<file path="src/rtl/matmul_host_feeder.sv">
// Operand/result buffer between the HPS bus and the matmul engine: serves vec/mat words to the
// engine, kicks a run, drains the result vector into a host-readable buffer and raises irq.
module matmul_host_feeder #(
    parameter int VEC_BITS = 2,
    parameter int ROW_BITS = 2,
    parameter int COL_BITS = 4,
    parameter int OFF_BITS = 8
) (
    input  logic                  clk,
    input  logic                  rst_n,
    input  logic [OFF_BITS+1:0]   host_addr,
    input  logic                  host_wr,
    input  logic [15:0]           host_wdata,
    input  logic                  host_rd,
    output logic [15:0]           host_rdata,
    output logic                  irq,
    output logic                  mm_start,
    input  logic                  mm_ready,
    output logic [15:0]           mm_data1,
    output logic [15:0]           mm_data2,
    output logic [COL_BITS-1:0]   mm_sel,
    input  logic [15:0]           mm_data_out,
    input  logic [VEC_BITS-1:0]   mm_sel_vec,
    input  logic [ROW_BITS-1:0]   mm_sel_row,
    input  logic [COL_BITS-1:0]   mm_sel_col
);

    localparam int MAT_BITS = ROW_BITS + COL_BITS;
    localparam int VEC_LEN  = 1 << VEC_BITS;
    localparam int MAT_LEN  = 1 << MAT_BITS;
    localparam int RES_LEN  = 1 << COL_BITS;

    typedef enum logic [2:0] {S_IDLE, S_KICK, S_WAIT_LO, S_WAIT_HI, S_DRAIN, S_DONE} state_t;

    state_t                r_state;
    state_t                w_state_nxt;
    logic [15:0]           r_vec   [VEC_LEN];
    logic [15:0]           r_mat   [MAT_LEN];
    logic [15:0]           r_res   [RES_LEN];
    logic [15:0]           r_stage [RES_LEN];
    logic [COL_BITS-1:0]   r_k;
    logic                  r_done;
    logic                  r_err;
    logic [15:0]           r_rdata;

    logic [1:0]            w_region;
    logic [OFF_BITS-1:0]   w_off;
    logic                  w_ctrl_hit, w_vec_hit, w_mat_hit, w_res_hit;
    logic                  w_busy, w_go, w_clr, w_op_wr, w_err_set, w_drain_last;
    logic [15:0]           w_rdata_nxt;

    assign w_region     = host_addr[OFF_BITS+1:OFF_BITS];
    assign w_off        = host_addr[OFF_BITS-1:0];
    assign w_ctrl_hit   = (w_region == 2'b00) && (w_off == '0);
    assign w_vec_hit    = (w_region == 2'b01) && ((w_off >> VEC_BITS) == '0);
    assign w_mat_hit    = (w_region == 2'b10) && ((w_off >> MAT_BITS) == '0);
    assign w_res_hit    = (w_region == 2'b11) && ((w_off >> COL_BITS) == '0);

    assign w_busy       = (r_state == S_KICK) || (r_state == S_WAIT_LO) ||
                          (r_state == S_WAIT_HI) || (r_state == S_DRAIN);
    assign w_go         = host_wr && w_ctrl_hit && host_wdata[0];
    assign w_clr        = host_wr && w_ctrl_hit && host_wdata[1];
    assign w_op_wr      = host_wr && (w_vec_hit || w_mat_hit);
    // Operands are frozen for the whole run so the engine never sees a half-updated matrix.
    assign w_err_set    = w_busy && (w_go || w_op_wr);
    assign w_drain_last = (r_state == S_DRAIN) && (r_k == '1);

    assign irq        = r_done && !w_busy;
    assign host_rdata = r_rdata;
    assign mm_data1   = r_vec[mm_sel_vec];
    assign mm_data2   = r_mat[{mm_sel_row, mm_sel_col}];

    // NOTE: every output of a combinational block gets a default first, otherwise a latch is inferred.
    always_comb begin
        w_state_nxt = r_state;
        mm_start    = 1'b0;
        mm_sel      = '0;
        case (r_state)
            S_IDLE, S_DONE: if (w_go) w_state_nxt = S_KICK;
            S_KICK: begin
                mm_start    = 1'b1;
                w_state_nxt = S_WAIT_LO;
            end
            S_WAIT_LO: if (!mm_ready) w_state_nxt = S_WAIT_HI;
            S_WAIT_HI: if (mm_ready) w_state_nxt = S_DRAIN;
            S_DRAIN: begin
                mm_sel = r_k;
                if (r_k == '1) w_state_nxt = S_DONE;
            end
            default: w_state_nxt = S_IDLE;
        endcase
    end

    always_comb begin
        w_rdata_nxt = '0;
        case (w_region)
            2'b00: if (w_ctrl_hit) w_rdata_nxt = {13'b0, r_err, r_done, w_busy};
            2'b01: if (w_vec_hit)  w_rdata_nxt = r_vec[w_off[VEC_BITS-1:0]];
            2'b10: if (w_mat_hit)  w_rdata_nxt = r_mat[w_off[MAT_BITS-1:0]];
            default: if (w_res_hit) w_rdata_nxt = r_res[w_off[COL_BITS-1:0]];
        endcase
    end

    // NOTE: sequential state uses non-blocking assignments so every flop samples pre-edge values.
    always_ff @(posedge clk or negedge rst_n) begin
        if (!rst_n) begin
            r_state <= S_IDLE;
            r_k     <= '0;
            r_done  <= 1'b0;
            r_err   <= 1'b0;
            r_rdata <= '0;
        end else begin
            r_state <= w_state_nxt;
            r_k     <= (r_state == S_DRAIN) ? r_k + 1'b1 : '0;
            if (host_rd) r_rdata <= w_rdata_nxt;
            if (w_clr) begin
                r_done <= 1'b0;
                r_err  <= 1'b0;
            end
            if (w_err_set)    r_err  <= 1'b1;
            if (w_drain_last) r_done <= 1'b1;
        end
    end

    // NOTE: the buffers are small register files, so they are reset like any other flop;
    // a RAM macro would not allow this.
    always_ff @(posedge clk or negedge rst_n) begin
        if (!rst_n) begin
            for (int i = 0; i < VEC_LEN; i++) r_vec[i] <= '0;
            for (int i = 0; i < MAT_LEN; i++) r_mat[i] <= '0;
            for (int i = 0; i < RES_LEN; i++) begin
                r_res[i]   <= '0;
                r_stage[i] <= '0;
            end
        end else begin
            if (host_wr && w_vec_hit && !w_busy) r_vec[w_off[VEC_BITS-1:0]] <= host_wdata;
            if (host_wr && w_mat_hit && !w_busy) r_mat[w_off[MAT_BITS-1:0]] <= host_wdata;
            // Drain into staging so host reads keep returning the previous run until the last word lands.
            if (r_state == S_DRAIN) r_stage[r_k] <= mm_data_out;
            if (w_drain_last) begin
                for (int i = 0; i < RES_LEN - 1; i++) r_res[i] <= r_stage[i];
                r_res[RES_LEN-1] <= mm_data_out;
            end
        end
    end

endmodule

</file>
<file path="config.mk">
export PLATFORM = sky130hd
export DESIGN_NAME = matmul_host_feeder
export DESIGN_NICKNAME = d
export VERILOG_FILES = /design/src/rtl/matmul_host_feeder.sv
export SDC_FILE = /design/constraint.sdc
export NUM_CORES = 2
export LEC_CHECK = 0
export CAP_MARGIN = 20
export CORE_ASPECT_RATIO = 0.7
export CORE_MARGIN = 5
export CORE_UTILIZATION = 40
export DETAILED_ROUTE_END_ITERATION = 6
export GPL_TIMING_DRIVEN = 1
export PLACE_DENSITY = 0.58
export SLEW_MARGIN = 30
export SYNTH_ARGS = -nofsm -noshare
export SYNTH_HDL_FRONTEND = slang
export SYNTH_SLANG_ARGS = --single-unit
</file>
<file path="constraint.sdc">
create_clock -name clk -period 3.6 [get_ports clk]
set_input_delay 0.72 -clock clk [delete_from_list [all_inputs] [get_ports clk]]
set_output_delay 0.72 -clock clk [all_outputs]
set_load 0.02 [all_outputs]
</file>
==> impl_metrics.json <==
{
  "drc": 0,
  "ir_worst_vdd_uv": 413.7,
  "worstPathMaxFanout": 3,
  "violations": "setup timing",
  "routed_wirelength_um": 279900,
  "synth-main-ff-cell": "dfrtp_1",
  "reg2reg_to": "r_mat[546]$_DFFE_PN0P_",
  "synth_top_cell_by_area": "dfrtp_1",
  "dp_hpwl_um": 188300,
  "fin_nets": 5499,
  "finalClockSkew_ns": 0.06254,
  "pwr-share-clk": 0.454,
  "fp.dieH_um": 385.0,
  "cp_data_arrival_time_ns": 3.19,
  "maxSlewViolCount": 0,
  "crit_chain": "mux4_2 -> mux4_2 -> o211ai_1 -> o21ai_2 -> buf_6",
  "portBuffers": 108,
  "syn_to_final_growth_pct": 18.00,
  "synth-seq-cells": 1609,
  "grt_first_pass_wirelength_um": 404000,
  "synth_area_leaders": "dfrtp_1 50%, mux2_2 22%, mux4_2 17%, mux2i_1 2.3%, mux2_4 1.5%",
  "fmax_mhz": 255.9,
  "crit_start": "r_mat[472]$_DFFE_PN0P_",
  "io_pins": 109,
  "grt_overflow": 0,
  "post-place-ws_ns": -0.7609,
  "drive_above_1_share": 0.5681,
  "crit_top_cell": "mux4_2",
  "swShare": 0.2541,
  "postRouteAntennaNets": 0,
  "start_util": 0.4027,
  "synthesis.area_mm2": 0.08035,
  "synth-edff-count": 0,
  "cp-end-kind": "output pin",
  "core_mm2": 0.1995,
  "drt_iter0_drc": 5753,
  "syn-num-nets": 5189,
  "cp-endpoint": "mm_data2[8]",
  "via_per_inst": 6.273,
  "worstSetupPathType": "flop to output pin",
  "p_int_mw": 30.90,
  "antenna_found_initial": 18,
  "grt_pass1_vias": 51930,
  "final-setup-viol-count": 16,
  "wl_per_cell_um": 34.04,
  "multi_input_area_mm2": 0.03811,
  "synth_seq_area_share": 0.5011,
  "setup_slack_ns": -0.3071,
  "crit_path_max_incr_delay_ns": 0.59,
  "place_congestion": 0.9416,
  "p_sw_mw": 10.53,
  "synth_top_area_share": 0.5011,
  "cts_num_sinks": 1609,
  "combPwrFrac": 0.088,
  "r2r_slack_ns": 0.83,
  "cp_num_cells": 5,
  "leakagePower_nw": 43.55,
  "worst_pin_slew_ns": 0.9893,
  "insertion_delay_ns": 0.83,
  "syn_avg_cell_area_um2": 15.66,
  "drtPass1Iterations": 6,
  "maxCapViolCount": 0,
  "nFillCells": 17100,
  "rsz0062_at_grt": "yes",
  "relSlewSlack": 0.3405,
  "clk_pin_slew_ns": 0.06,
  "yosys_warnings": 0,
  "die_area_mm2": 0.2101,
  "cts_tree": "done",
  "placed_cells": 7875,
  "p_per_area_mw_per_mm2": 436.9,
  "total_power_mw": 41.43,
  "crit_family": "multiplexers",
  "dieWidth_um": 545.7,
  "worst-path-buf-inv": 1,
  "syn_inst": 5130,
  "rr_worst_depth": 8,
  "grt_max_degree": 155,
  "outcome": "finished, violations left",
  "r2r_start": "r_state[0]$_DFFE_PN0P_",
  "fin_crit_sh": 1.085,
  "hold_viol": 0,
  "critical_path_required_ns": 2.88,
  "synth.distinct_cells": 68,
  "regArea_mm2": 0.04026,
  "power_frac_seq": 0.458,
  "async_flop_share": 1.000,
  "finalCriticalPeriod_ns": 3.907,
  "numCtsBuffers": 167,
  "cp_slowest_cell": "o211ai_1",
  "core.rowCount": 137,
  "route.vias.total": 51590,
  "min_path_type": "primary input to asynchronous set/reset pin",
  "fin_cells": 8224,
  "grt_use_total": 0.2653,
  "clk_path_buf_depth": 3,
  "cts_root_buffer": "clkbuf_16",
  "setup.worst_path.start_class": "flop",
  "utilization": 0.4752,
  "htree_num_levels": 4
}
## cell families after synthesis
kind of cell | after synthesis | share of synthesized area
muxes | 2401 | 0.4218
buffers and inverters | 482 | 0.02776
and+or+nand+nor | 328 | 0.02284
xor gates and xnor gates | 4 | 0.0005296
adders and majority gates | 4 | 0.0006229
AOI/OAI and AO/OA | 302 | 0.02537
DFF | 1609 | 0.5011
## cell type report
class / count / area share
inverter: 4 / 0.0001584
multi-input combinational: 3039 / 0.4019
antenna: 3 / 0.00007918
tap: 2641 / 0.03485
timing repair buffer: 619 / 0.07529
clock inverter: 76 / 0.01243
clock buffer: 233 / 0.05060
sequential: 1609 / 0.4247
## state kept, by name, summed over array words and instances, names as in the netlist
signal      count
r_vec          64
r_err           1
r_mat        1024
r_state         3
r_res         256
r_stage       240
r_k             4
host_rdata     16
r_done          1
## repair_timing
item                       CTS  global route
setup buffers               22             9
cloned                       8             2
gates resized for setup    138            25
hold endpoints to repair    27             0
pin swaps                   10             7
hold buffers                 1             0
setup endpoints to repair   16            16
## power by group through the flow
| stage | logic (mW) | registers, mW | clock network (mW) |
|---|---|---|---|
| 6_report | 3.63 | 19.0 | 18.8 |
| 5_1_grt | 3.84 | 19.0 | 19.9 |
| 4_1_cts | 3.61 | 19.0 | 19.2 |
| 3_5_place_dp | 3.51 | 19.3 | 0 |
| 3_3_place_gp | 3.46 | 19.3 | 0 |
| 2_1_floorplan | 1.82 | 19.2 | 0 |
## per-layer routing
metal	GRT usage	wire length, µm	up-vias
met5	0	47	-
met4	0.07983	9227	6
met3	0.08401	28320	449
met2	0.3632	114700	2452
met1	0.3999	127600	28350
li1	-	-	20330
## per-stage QoR
stage	hold WS [ns]	area, µm²	TNS, ns
2_1_floorplan	0.4244	80380	0
3_3_place_gp	0.4787	87980	-8.639
3_5_place_dp	0.4859	87980	-8.831
4_1_cts	0.4030	94640	-1.256
5_1_grt	0.4445	94810	-1.976
6_report	0.4558	94810	-1.239
## how the worst min path moves through the flow
stage	endpoint	slack [ns]	cells past startpoint
floorplan	host_rdata[0]$_DFFE_PN0P_	0.42	0
global placement	r_res[169]$_DFFE_PN0P_	0.48	1
detailed placement	r_res[147]$_DFFE_PN0P_	0.49	1
CTS	host_rdata[1]$_DFFE_PN0P_	0.40	3
global route	host_rdata[1]$_DFFE_PN0P_	0.44	3
finish	r_res[236]$_DFFE_PN0P_	0.46	2
## cells in the mapped netlist, drive strengths merged (25+ instances only)
cell type,number
a21oi,41
buf,204
clkbuf,274
dfrtp,1609
mux2,1618
mux2i,181
mux4,602
nand2,94
nand2b,25
nand3,34
nor2,105
o21ai,61
o22ai,49
## layout by cell type (no fill, tap or decap), drive strengths merged, types with 4 or more instances in the layout
master / instances
mux2: 1618
dfrtp: 1609
mux4: 602
buf: 551
clkbuf: 237
mux2i: 181
nor2: 105
nand2: 94
clkdlybuf4s50: 61
o21ai: 61
o22ai: 49
clkinv: 42
a21oi: 41
nand3: 34
nand2b: 25
a22oi: 24
a211oi: 22
bufinv: 19
o211ai: 18
nor2b: 18
nor3: 13
inv: 12
a32oi: 11
a31oi: 10
o32ai: 10
o221ai: 9
and3: 9
a2111oi: 8
a221oi: 8
a211o: 7
clkinvlp: 7
a222oi: 6
and2: 5
nand4: 5
ha: 4
nor3b: 4
(Power assumes the default switching activity.)
